`src/rtl/apb_requester_pkg.sv`:
```
// Shared definitions for APB initiators: FSM state encoding and default sizing.
package apb_requester_pkg;

  localparam int DEFAULT_BUS_WIDTH      = 32;
  localparam int DEFAULT_TIMEOUT_CYCLES = 16;

  // Transfer phases of one APB command, 2-bit encoded.
  typedef enum logic [1:0] {
    ST_IDLE   = 2'd0,
    ST_SETUP  = 2'd1,
    ST_ACCESS = 2'd2,
    ST_RESP   = 2'd3
  } state_t;

endpackage

```
`src/rtl/apb_requester_if.sv`:
```
// Command/response stream plus APB bus seen by an APB initiator.
// master = the initiator itself, slave = the environment around it
// (command source, response sink and APB completer).
interface apb_requester_if
  import apb_requester_pkg::*;
#(
  parameter int BUS_WIDTH = DEFAULT_BUS_WIDTH
);
  // command stream
  logic                   req_valid;
  logic                   req_ready;
  logic                   req_write;
  logic [BUS_WIDTH-1:0]   req_addr;
  logic [BUS_WIDTH-1:0]   req_wdata;
  logic [BUS_WIDTH/8-1:0] req_strb;
  // response stream
  logic                   rsp_valid;
  logic                   rsp_ready;
  logic [BUS_WIDTH-1:0]   rsp_rdata;
  logic                   rsp_err;
  logic                   rsp_timeout;
  // APB
  logic [BUS_WIDTH-1:0]   PADDR;
  logic [BUS_WIDTH-1:0]   PWDATA;
  logic [BUS_WIDTH/8-1:0] PSTRB;
  logic                   PSELx;
  logic                   PENABLE;
  logic                   PWRITE;
  logic                   PREADY;
  logic                   PSLVERR;
  logic [BUS_WIDTH-1:0]   PRDATA;

  modport master (
    input  req_valid, req_write, req_addr, req_wdata, req_strb, rsp_ready,
           PREADY, PSLVERR, PRDATA,
    output req_ready, rsp_valid, rsp_rdata, rsp_err, rsp_timeout,
           PADDR, PWDATA, PSTRB, PSELx, PENABLE, PWRITE
  );

  modport slave (
    output req_valid, req_write, req_addr, req_wdata, req_strb, rsp_ready,
           PREADY, PSLVERR, PRDATA,
    input  req_ready, rsp_valid, rsp_rdata, rsp_err, rsp_timeout,
           PADDR, PWDATA, PSTRB, PSELx, PENABLE, PWRITE
  );

endinterface

```
`src/rtl/apb_requester_timeout_ctr.sv`:
```
// Counts ACCESS wait cycles; expired flags the cycle that reaches limit-1.
// limit == 0 disables the timeout entirely.
module apb_requester_timeout_ctr #(
  parameter int CNT_W = 5
) (
  input  logic             clk,
  input  logic             reset,
  input  logic             clear,
  input  logic             enable,
  input  logic [CNT_W-1:0] limit,
  output logic             expired
);

  logic [CNT_W-1:0] count_reg;

  assign expired = (limit != '0) && (count_reg == limit - CNT_W'(1));

  // Count enabled cycles, restart on clear, saturate once expired.
  always_ff @(posedge clk) begin
    if (reset || clear) begin
      count_reg <= '0;
    end else if (enable && !expired) begin
      count_reg <= count_reg + CNT_W'(1);
    end
  end

endmodule

```
`src/rtl/apb_requester.sv`:
```
// APB initiator: one valid/ready command in, one SETUP/ACCESS transfer out,
// one held response back. Single outstanding command.
module apb_requester
  import apb_requester_pkg::*;
#(
  parameter int BUS_WIDTH      = DEFAULT_BUS_WIDTH,
  parameter int TIMEOUT_CYCLES = DEFAULT_TIMEOUT_CYCLES
) (
  input  logic              clk,
  input  logic              reset,
  apb_requester_if.master   bus
);

  localparam int STRB_W = BUS_WIDTH / 8;
  localparam int CNT_W  = (TIMEOUT_CYCLES > 0) ? $clog2(TIMEOUT_CYCLES + 1) : 1;
  localparam logic [CNT_W-1:0] LIMIT = CNT_W'(TIMEOUT_CYCLES);

  state_t               state_reg;
  logic [BUS_WIDTH-1:0] paddr_reg;
  logic [BUS_WIDTH-1:0] pwdata_reg;
  logic [STRB_W-1:0]    pstrb_reg;
  logic                 pwrite_reg;
  logic                 psel_reg;
  logic                 penable_reg;
  logic                 rsp_valid_reg;
  logic [BUS_WIDTH-1:0] rsp_rdata_reg;
  logic                 rsp_err_reg;
  logic                 rsp_timeout_reg;

  logic ctr_clear;
  logic ctr_enable;
  logic ctr_expired;

  // Counter restarts while in SETUP so the first ACCESS cycle sees zero.
  assign ctr_clear  = (state_reg == ST_SETUP);
  assign ctr_enable = (state_reg == ST_ACCESS) && !bus.PREADY;

  apb_requester_timeout_ctr #(
    .CNT_W (CNT_W)
  ) u_timeout_ctr (
    .clk     (clk),
    .reset   (reset),
    .clear   (ctr_clear),
    .enable  (ctr_enable),
    .limit   (LIMIT),
    .expired (ctr_expired)
  );

  assign bus.req_ready   = (state_reg == ST_IDLE) && !reset;
  assign bus.PADDR       = paddr_reg;
  assign bus.PWDATA      = pwdata_reg;
  assign bus.PSTRB       = pstrb_reg;
  assign bus.PWRITE      = pwrite_reg;
  assign bus.PSELx       = psel_reg;
  assign bus.PENABLE     = penable_reg;
  assign bus.rsp_valid   = rsp_valid_reg;
  assign bus.rsp_rdata   = rsp_rdata_reg;
  assign bus.rsp_err     = rsp_err_reg;
  assign bus.rsp_timeout = rsp_timeout_reg;

  // Transfer sequencer with registered APB and response outputs.
  always_ff @(posedge clk) begin
    if (reset) begin
      state_reg       <= ST_IDLE;
      paddr_reg       <= '0;
      pwdata_reg      <= '0;
      pstrb_reg       <= '0;
      pwrite_reg      <= 1'b0;
      psel_reg        <= 1'b0;
      penable_reg     <= 1'b0;
      rsp_valid_reg   <= 1'b0;
      rsp_rdata_reg   <= '0;
      rsp_err_reg     <= 1'b0;
      rsp_timeout_reg <= 1'b0;
    end else begin
      case (state_reg)
        ST_IDLE: begin
          if (bus.req_valid) begin
            paddr_reg   <= bus.req_addr;
            pwdata_reg  <= bus.req_wdata;
            // reads never carry strobes on APB
            pstrb_reg   <= bus.req_write ? bus.req_strb : '0;
            pwrite_reg  <= bus.req_write;
            psel_reg    <= 1'b1;
            penable_reg <= 1'b0;
            state_reg   <= ST_SETUP;
          end
        end
        ST_SETUP: begin
          penable_reg <= 1'b1;
          state_reg   <= ST_ACCESS;
        end
        ST_ACCESS: begin
          // PREADY in the final allowed cycle beats the timeout
          if (bus.PREADY) begin
            psel_reg        <= 1'b0;
            penable_reg     <= 1'b0;
            rsp_valid_reg   <= 1'b1;
            rsp_err_reg     <= bus.PSLVERR;
            rsp_timeout_reg <= 1'b0;
            rsp_rdata_reg   <= (!pwrite_reg && !bus.PSLVERR) ? bus.PRDATA : '0;
            state_reg       <= ST_RESP;
          end else if (ctr_expired) begin
            psel_reg        <= 1'b0;
            penable_reg     <= 1'b0;
            rsp_valid_reg   <= 1'b1;
            rsp_err_reg     <= 1'b1;
            rsp_timeout_reg <= 1'b1;
            rsp_rdata_reg   <= '0;
            state_reg       <= ST_RESP;
          end
        end
        ST_RESP: begin
          if (bus.rsp_ready) begin
            rsp_valid_reg <= 1'b0;
            state_reg     <= ST_IDLE;
          end
        end
        default: state_reg <= ST_IDLE;
      endcase
    end
  end

endmodule

```
`src/flat_wrapper.sv`:
```
// flat-port wrapper written by rule: the top's interface ports become plain ports
module apb_requester_flat import apb_requester_pkg::*;
#(
  parameter int BUS_WIDTH      = DEFAULT_BUS_WIDTH,
  parameter int TIMEOUT_CYCLES = DEFAULT_TIMEOUT_CYCLES
)
  (clk, reset, bus_req_valid, bus_req_write, bus_req_addr, bus_req_wdata, bus_req_strb, bus_rsp_ready, bus_PREADY, bus_PSLVERR, bus_PRDATA, bus_req_ready, bus_rsp_valid, bus_rsp_rdata, bus_rsp_err, bus_rsp_timeout, bus_PADDR, bus_PWDATA, bus_PSTRB, bus_PSELx, bus_PENABLE, bus_PWRITE);
  apb_requester_if #(.BUS_WIDTH(BUS_WIDTH)) bus_i ();
  input  logic clk;
  input  logic reset;
  input wire logic [$bits(bus_i.req_valid)-1:0] bus_req_valid;
  input wire logic [$bits(bus_i.req_write)-1:0] bus_req_write;
  input wire logic [$bits(bus_i.req_addr)-1:0] bus_req_addr;
  input wire logic [$bits(bus_i.req_wdata)-1:0] bus_req_wdata;
  input wire logic [$bits(bus_i.req_strb)-1:0] bus_req_strb;
  input wire logic [$bits(bus_i.rsp_ready)-1:0] bus_rsp_ready;
  input wire logic [$bits(bus_i.PREADY)-1:0] bus_PREADY;
  input wire logic [$bits(bus_i.PSLVERR)-1:0] bus_PSLVERR;
  input wire logic [$bits(bus_i.PRDATA)-1:0] bus_PRDATA;
  output wire logic [$bits(bus_i.req_ready)-1:0] bus_req_ready;
  output wire logic [$bits(bus_i.rsp_valid)-1:0] bus_rsp_valid;
  output wire logic [$bits(bus_i.rsp_rdata)-1:0] bus_rsp_rdata;
  output wire logic [$bits(bus_i.rsp_err)-1:0] bus_rsp_err;
  output wire logic [$bits(bus_i.rsp_timeout)-1:0] bus_rsp_timeout;
  output wire logic [$bits(bus_i.PADDR)-1:0] bus_PADDR;
  output wire logic [$bits(bus_i.PWDATA)-1:0] bus_PWDATA;
  output wire logic [$bits(bus_i.PSTRB)-1:0] bus_PSTRB;
  output wire logic [$bits(bus_i.PSELx)-1:0] bus_PSELx;
  output wire logic [$bits(bus_i.PENABLE)-1:0] bus_PENABLE;
  output wire logic [$bits(bus_i.PWRITE)-1:0] bus_PWRITE;
  assign bus_i.req_valid = bus_req_valid;
  assign bus_i.req_write = bus_req_write;
  assign bus_i.req_addr = bus_req_addr;
  assign bus_i.req_wdata = bus_req_wdata;
  assign bus_i.req_strb = bus_req_strb;
  assign bus_i.rsp_ready = bus_rsp_ready;
  assign bus_i.PREADY = bus_PREADY;
  assign bus_i.PSLVERR = bus_PSLVERR;
  assign bus_i.PRDATA = bus_PRDATA;
  assign bus_req_ready = bus_i.req_ready;
  assign bus_rsp_valid = bus_i.rsp_valid;
  assign bus_rsp_rdata = bus_i.rsp_rdata;
  assign bus_rsp_err = bus_i.rsp_err;
  assign bus_rsp_timeout = bus_i.rsp_timeout;
  assign bus_PADDR = bus_i.PADDR;
  assign bus_PWDATA = bus_i.PWDATA;
  assign bus_PSTRB = bus_i.PSTRB;
  assign bus_PSELx = bus_i.PSELx;
  assign bus_PENABLE = bus_i.PENABLE;
  assign bus_PWRITE = bus_i.PWRITE;
  apb_requester #(.BUS_WIDTH(BUS_WIDTH), .TIMEOUT_CYCLES(TIMEOUT_CYCLES)) u_core (.clk(clk), .reset(reset), .bus(bus_i));
endmodule
```
`config.mk`:
```
export PLATFORM = sky130hd
export DESIGN_NAME = apb_requester_flat
export DESIGN_NICKNAME = d
export VERILOG_FILES = /design/src/rtl/apb_requester_pkg.sv /design/src/rtl/apb_requester_if.sv /design/src/rtl/apb_requester_timeout_ctr.sv /design/src/rtl/apb_requester.sv /design/src/flat_wrapper.sv
export SDC_FILE = /design/constraint.sdc
export NUM_CORES = 1
export LEC_CHECK = 0
export CORE_UTILIZATION = 42
export DETAILED_ROUTE_END_ITERATION = 10
export GPL_ROUTABILITY_DRIVEN = 0
export HOLD_SLACK_MARGIN = 0.03
export PLACE_DENSITY = 0.85
export SLEW_MARGIN = 5
export SYNTH_ARGS = -nofsm -noshare
export SYNTH_HDL_FRONTEND = slang
export SYNTH_SLANG_ARGS = --single-unit
```
`constraint.sdc`:
```
create_clock -name clk -period 5.8 [get_ports clk]
set_clock_uncertainty 0.15 [all_clocks]
set_input_delay 0.58 -clock clk [delete_from_list [all_inputs] [get_ports clk]]
set_output_delay 0.58 -clock clk [all_outputs]
set_load 0.01 [all_outputs]
```
==> results of run 1 <==
## metrics by stage
stage | hold slack [ns] | instance area (sq um) | total power [W] | cells
after CTS | 0.303 | 6770 | 0.00269 | 788
after detailed placement | 0.296 | 6150 | 0.00163 | 756
after floorplan | 0.321 | 4020 | 0.00128 | 443
final | 0.302 | 6790 | 0.00268 | 789
after global routing | 0.316 | 6790 | 0.00281 | 789
after global placement | 0.290 | 6150 | 0.00160 | 756
## placed cells by master (no fill, tap or decap), types with 2 or more instances in the layout
cell type,count
inv_6,5
nor3_1,2
bufinv_16,3
ha_1,6
dfxtp_1,113
clkbuf_16,16
a21oi_1,73
clkbuf_8,3
nor2b_1,3
nand2_1,138
buf_4,3
clkinvlp_4,4
inv_1,5
nand3_1,4
clkdlybuf4s50_1,212
or2_2,2
a22o_1,32
a211oi_1,2
xnor2_1,2
nor2_1,8
o21ai_0,2
## path summary, 6_finish.rpt
kind | from | slack, ns | endpoint | cells after the start
max | u_core.state_reg[1] | 3.22 | bus_req_ready | 4
min | u_core.bus.PADDR[2] | 0.30 | u_core.bus.PADDR[2] | 2
max reg2reg | u_core.u_timeout_ctr.count_reg[0] | 3.35 | u_core.bus.rsp_rdata[30] | 6
min reg2reg | u_core.bus.PADDR[2] | 0.30 | u_core.bus.PADDR[2] | 2
## power groups by stage
stage / logic, W / clock network [W] / registers [W]
after floorplan: 0.000251 / 0 / 0.00103
after global placement: 0.000634 / 0 / 0.000970
after detailed placement: 0.000650 / 0 / 0.000978
after CTS: 0.000656 / 0.00107 / 0.000963
after global routing: 0.000715 / 0.00112 / 0.000978
final: 0.000658 / 0.00106 / 0.000962
## kinds of logic after synthesis
kind of cell,Yosys count,synth area share [%]
flops,113,56.2
compound gates,116,18.3
fa+ha+maj,6,1.87
mux,2,0.529
buf+inv,37,5.10
simple gates,167,17.5
xor+xnor,2,0.435
## critical path, delay by kind of cell (launching register included)
family        cells  cell delay, ns
buf+inv           2            0.64
simple gates      1            0.15
fa+ha+maj         1            0.23
flops             1            0.33
## routing by layer
metal	part of all wire [%]	routed length, um
met4	2.0	225
met3	9.0	1040
met1	39	4450
met2	50	5770
met5	0	0
## area by class of cell
| cell class | count | area share [%] |
|---|---|---|
| Multi-Input combinational cell | 293 | 23.0 |
| Sequential cell | 113 | 33.3 |
| Timing Repair Buffer | 217 | 32.0 |
| Tap cell | 129 | 2.38 |
| Clock inverter | 13 | 2.54 |
| Clock buffer | 19 | 6.51 |
| Inverter | 5 | 0.277 |
==> impl_metrics.yaml, run 1 <==
global_route:
  antenna_found_initial: 0
  grt_pass1_wl_um: 18100
  globalRouteMet2Util_pct: 41.3
  met1_usage_pct: 24.4
  grtUsageTotal_pct: 23.2
  use_met3_pct: 9.05
  busiest_layer: "met2"
  grt.overflow.total: 0
  grt_max_degree: 80
  grt_pass1_vias: 3831
synth:
  synth_area_leaders: "dfxtp_1 (56%), nand2_1 (13%), a21oi_1 (9.1%)"
  ys_top_cells_by_count: "nand2_1 (139), dfxtp_1 (113), a21oi_1 (73), a22o_1 (32), buf_2 (11)"
  synth_cells: 443
  async_flop_share_pct: 0
  synth_area_sq_um: 4020
  syn_nets: 556
  synth_cell_types: 36
  syn_area_per_cell_sq_um: 9.08
  synth_top_area_cell: "dfxtp_1"
  synthFlopType: "dfxtp_1"
  ys_seq_area_share_pct: 56.2
  synth_top_area_share_pct: 56.2
  yosysWarnings: 0
  yosysMostFrequentCell: "nand2_1"
  synth_edf_count: 0
  synth-seq-cells: 113
cells_and_area:
  syn_to_final_growth_pct: 68.7
  multi_input_area_sq_um: 1560
  seq_area_sq_um: 2260
  final.fill_count: 679
  n_antenna_cell: 0
  fin_util_pct: 73.4
  nNetsFinal: 760
  drive_gt1_share_pct: 6.97
timing:
  rsz0062_at_grt: "no"
  slew_violations: 0
  fmax_mhz: 388
  hold_violations: 0
  tns_ns: 0
  setup_viol: 0
  max_slew_margin_pct: 44.0
  min_period_ns: 2.58
  finalCritPeriodShare_pct: 44.5
  tightest_slew_ns: 0.839
  timing.final.ws_setup_ns: 3.22
clocking:
  path_clk_slew_ns: 0.05
  clkLatencyLatePin_ns: 0.51
  ctsHoldBuffers: 0
  h-tree-depth: 4
  cts-resized-gates: 0
  cts_tree: "yes"
  cts_setup_buffers: 0
  cts.sinks: 113
  cts_root_buf: "clkbuf_8"
  cts_buffers: 17
  clock_path_buffers: 2
power_and_ir_drop:
  p_leak_nw: 2.54
  pwr-share-seq_pct: 35.9
  switchingPower_w: 0.000755
  power.internal_w: 0.00193
  swShare_pct: 28.2
  clockPowerShare_pct: 39.6
  power.density_nw_per_um2: 395
  peakVddDrop_mv: 0.226
  p_comb_share_pct: 24.5
critical_path:
  arrival_ns: 1.85
  critPathCaptureType: "output pin"
  cp_data_required_time_ns: 5.07
  startpoint_type: "flop"
  worst_path_largest_cell_delay_ns: 0.54
  cpMaxStageDelayCell: "clkdlybuf4s50_1"
  crit_path_cell_trace: "inv_1 > ha_1 > nor2b_1 > clkdlybuf4s50_1"
  path_class: "flop to output pin"
  crit_fanout: 5
detailed_routing:
  drc_errors: 0
  drtIter0Drc: 100
  via_per_inst: 4.91
  ant_nets: 0
  dr.pass1.iters: 4
  wl_um: 11500
  wl_per_cell_um: 14.6
  vias: 3873
die:
  rows: 35
  io_pins: 214
  dieArea_sq_um: 9980
  coreArea_sq_um: 9240
  die_h_um: 99.9
  die_w_um: 99.9
  start_util_pct: 43.5
placed_design:
  pre_cts_ws_ns: 3.04
  place.detailed.hpwl_um: 7950
  port_buffers: 213
worst_hold_path:
  holdCritPathClass: "flop to flop"
job:
  max_cap_viol_count: 0
status:
  status: "completed"
Note: power is estimated with default switching activity, not from simulation.
==> inputs of run 2 (changes only) <==
--- a/config.mk
+++ b/config.mk
@@ -5,11 +5,11 @@
 export SDC_FILE = /design/constraint.sdc
 export NUM_CORES = 1
 export LEC_CHECK = 0
-export CORE_UTILIZATION = 42
+export CORE_UTILIZATION = 39
 export DETAILED_ROUTE_END_ITERATION = 10
 export GPL_ROUTABILITY_DRIVEN = 0
 export HOLD_SLACK_MARGIN = 0.03
-export PLACE_DENSITY = 0.85
+export PLACE_DENSITY = 0.8
 export SLEW_MARGIN = 5
 export SYNTH_ARGS = -nofsm -noshare
 export SYNTH_HDL_FRONTEND = slang
==> constraint.sdc (replaced) <==
create_clock -name clk -period 2.7 [get_ports clk]
set_clock_uncertainty 0.15 [all_clocks]
set_input_delay 0.27 -clock clk [delete_from_list [all_inputs] [get_ports clk]]
set_output_delay 0.27 -clock clk [all_outputs]
set_load 0.01 [all_outputs]
==> run 2 against run 1 <==
Via count up 0.46%. Cell count up 0.89%. Worst hold slack worse by 0.14 ns. Combinational power up 120%. Register-to-register slack worse by 2.9 ns. Power up 110%. First-iteration DRC count up 64%. Flip-flop and latch count unchanged. Clock power up 97%. Sequential power up 120%. Global-route usage down 1.4 points. Critical endpoint unchanged. Largest power group unchanged.
==> impl_metrics.yaml, run 2 (synthesis results as in run 1) <==
status:
  status: "completed"
die:
  rows: 36
  coreArea_sq_um: 9860
  dieArea_sq_um: 10700
  die_h_um: 104
  die_w_um: 104
  io_pins: 214
  start_util_pct: 40.8
critical_path:
  startpoint_type: "flop"
  arrival_ns: 1.83
  path_class: "flop to output pin"
  crit_start: "u_core.state_reg[0]"
  rr_worst_depth: 7
  reg2reg_from: "u_core.u_timeout_ctr.count_reg[0]"
  r2r_end: "u_core.bus.rsp_rdata[25]"
  cp_data_required_time_ns: 2.28
  crit_fanout: 5
  crit_end: "bus_req_ready"
  critPathCaptureType: "output pin"
  rrSetupSlack_ns: 0.48
timing:
  setup_viol: 0
  rsz0062_at_grt: "no"
  tightest_slew_ns: 0.485
  finalCritPeriodShare_pct: 83.5
  fmax_mhz: 444
  slew_violations: 0
  min_period_ns: 2.25
  max_slew_margin_pct: 67.6
  tns_ns: 0
  hold_violations: 0
global_route:
  grt.overflow.total: 0
  antenna_found_initial: 0
  grt_max_degree: 70
  grt_pass1_wl_um: 18600
  grt_pass1_vias: 3812
  grtUsageTotal_pct: 21.8
cells_and_area:
  syn_to_final_growth_pct: 68.6
  fin_util_pct: 68.8
  seq_area_sq_um: 2260
  n_antenna_cell: 0
  drive_gt1_share_pct: 6.94
  final.fill_count: 730
  nNetsFinal: 764
  multi_input_area_sq_um: 1560
  layout_common_cells: "clkdlybuf4s50_1 (212), nand2_1 (138), dfxtp_1 (113), a21oi_1 (73), a22o_1 (32)"
  final_common_cell: "clkdlybuf4s50_1"
power_and_ir_drop:
  power.density_nw_per_um2: 826
  peakVddDrop_mv: 0.419
  p_leak_nw: 2.54
detailed_routing:
  via_per_inst: 4.89
  drc_errors: 0
  wl_um: 11600
  dr.pass1.iters: 4
  vias: 3891
  drtIter0Drc: 164
  ant_nets: 0
  wl_per_cell_um: 14.5
placed_design:
  port_buffers: 213
  place.detailed.hpwl_um: 8180
clocking:
  cts_tree: "yes"
  clkLatencyLatePin_ns: 0.50
  clock_path_buffers: 2
  cts.sinks: 113
  cts_buffers: 17
  cts_root_buf: "clkbuf_8"
  h-tree-depth: 4
  path_clk_slew_ns: 0.06
worst_hold_path:
  holdCritPathClass: "primary input to flop"
job:
  max_cap_viol_count: 0
-- run 2: repair_timing --
| action | in CTS | in global routing |
|---|---|---|
| endpoints found under the hold margin | 4 | 0 |
| hold buffers | 1 | 0 |
| setup buffers | 0 | 0 |
| endpoints found under the setup margin | 0 | 0 |
| gates resized for setup | 0 | 0 |
-- run 2: worst min path at each step --
stage / cells after the start / start / slack, ns / to
final: 3 / bus_req_addr[30] / 0.16 / u_core.bus.PADDR[30]
after global routing: 3 / bus_req_wdata[11] / 0.15 / u_core.bus.PWDATA[11]
after CTS: 3 / bus_req_addr[30] / 0.13 / u_core.bus.PADDR[30]
after detailed placement: 2 / u_core.bus.PSTRB[2] / 0.29 / u_core.bus.PSTRB[2]
after global placement: 2 / u_core.bus.PSTRB[3] / 0.29 / u_core.bus.PSTRB[3]
after floorplan: 1 / bus_PREADY / 0.22 / u_core.bus.rsp_timeout
-- run 2: report_power, final --
part,switching (W),internal [W],total (W)
Clock,0.000745,0.00135,0.00209
Combinational,0.000673,0.000765,0.00144
Sequential,0.000142,0.00193,0.00207
Total,0.00156,0.00404,0.00560
-- run 2: critical path, cell delays in order (launching register included) --
cell and delay, ns:
dfxtp_1 0.38, inv_1 0.08, ha_1 0.25, nor2b_1 0.14, clkdlybuf4s50_1 0.48
-- run 2: area by class of cell --
type                            instances  share of cell area (%)
Inverter                                5                   0.277
Tap cell                              133                    2.45
Timing Repair Buffer                  221                    32.7
Sequential cell                       113                    33.4
Clock inverter                         10                    1.64
Multi-Input combinational cell        293                    23.0
Clock buffer                           21                    6.62
-- run 2: per-stage QoR --
stage	power (W)	hold slack (ns)	worst slack, ns	cells	area [sq um]
finish	0.00560	0.162	0.445	796	6780
global route	0.00587	0.150	0.290	796	6780
CTS	0.00566	0.129	0.407	796	6780
detailed placement	0.00354	0.294	0.525	764	6210
global placement	0.00350	0.289	0.582	764	6210
floorplan	0.00274	0.216	0.736	443	4020
-- run 2: layer usage --
metal  vias up  GRT usage (%)  wire length (um)
met4         0           10.2               205
li1       1909              -                 -
met1      1790           23.9              4690
met2       172           36.9              5710
met5         -              0                 0
met3        20           8.68               968
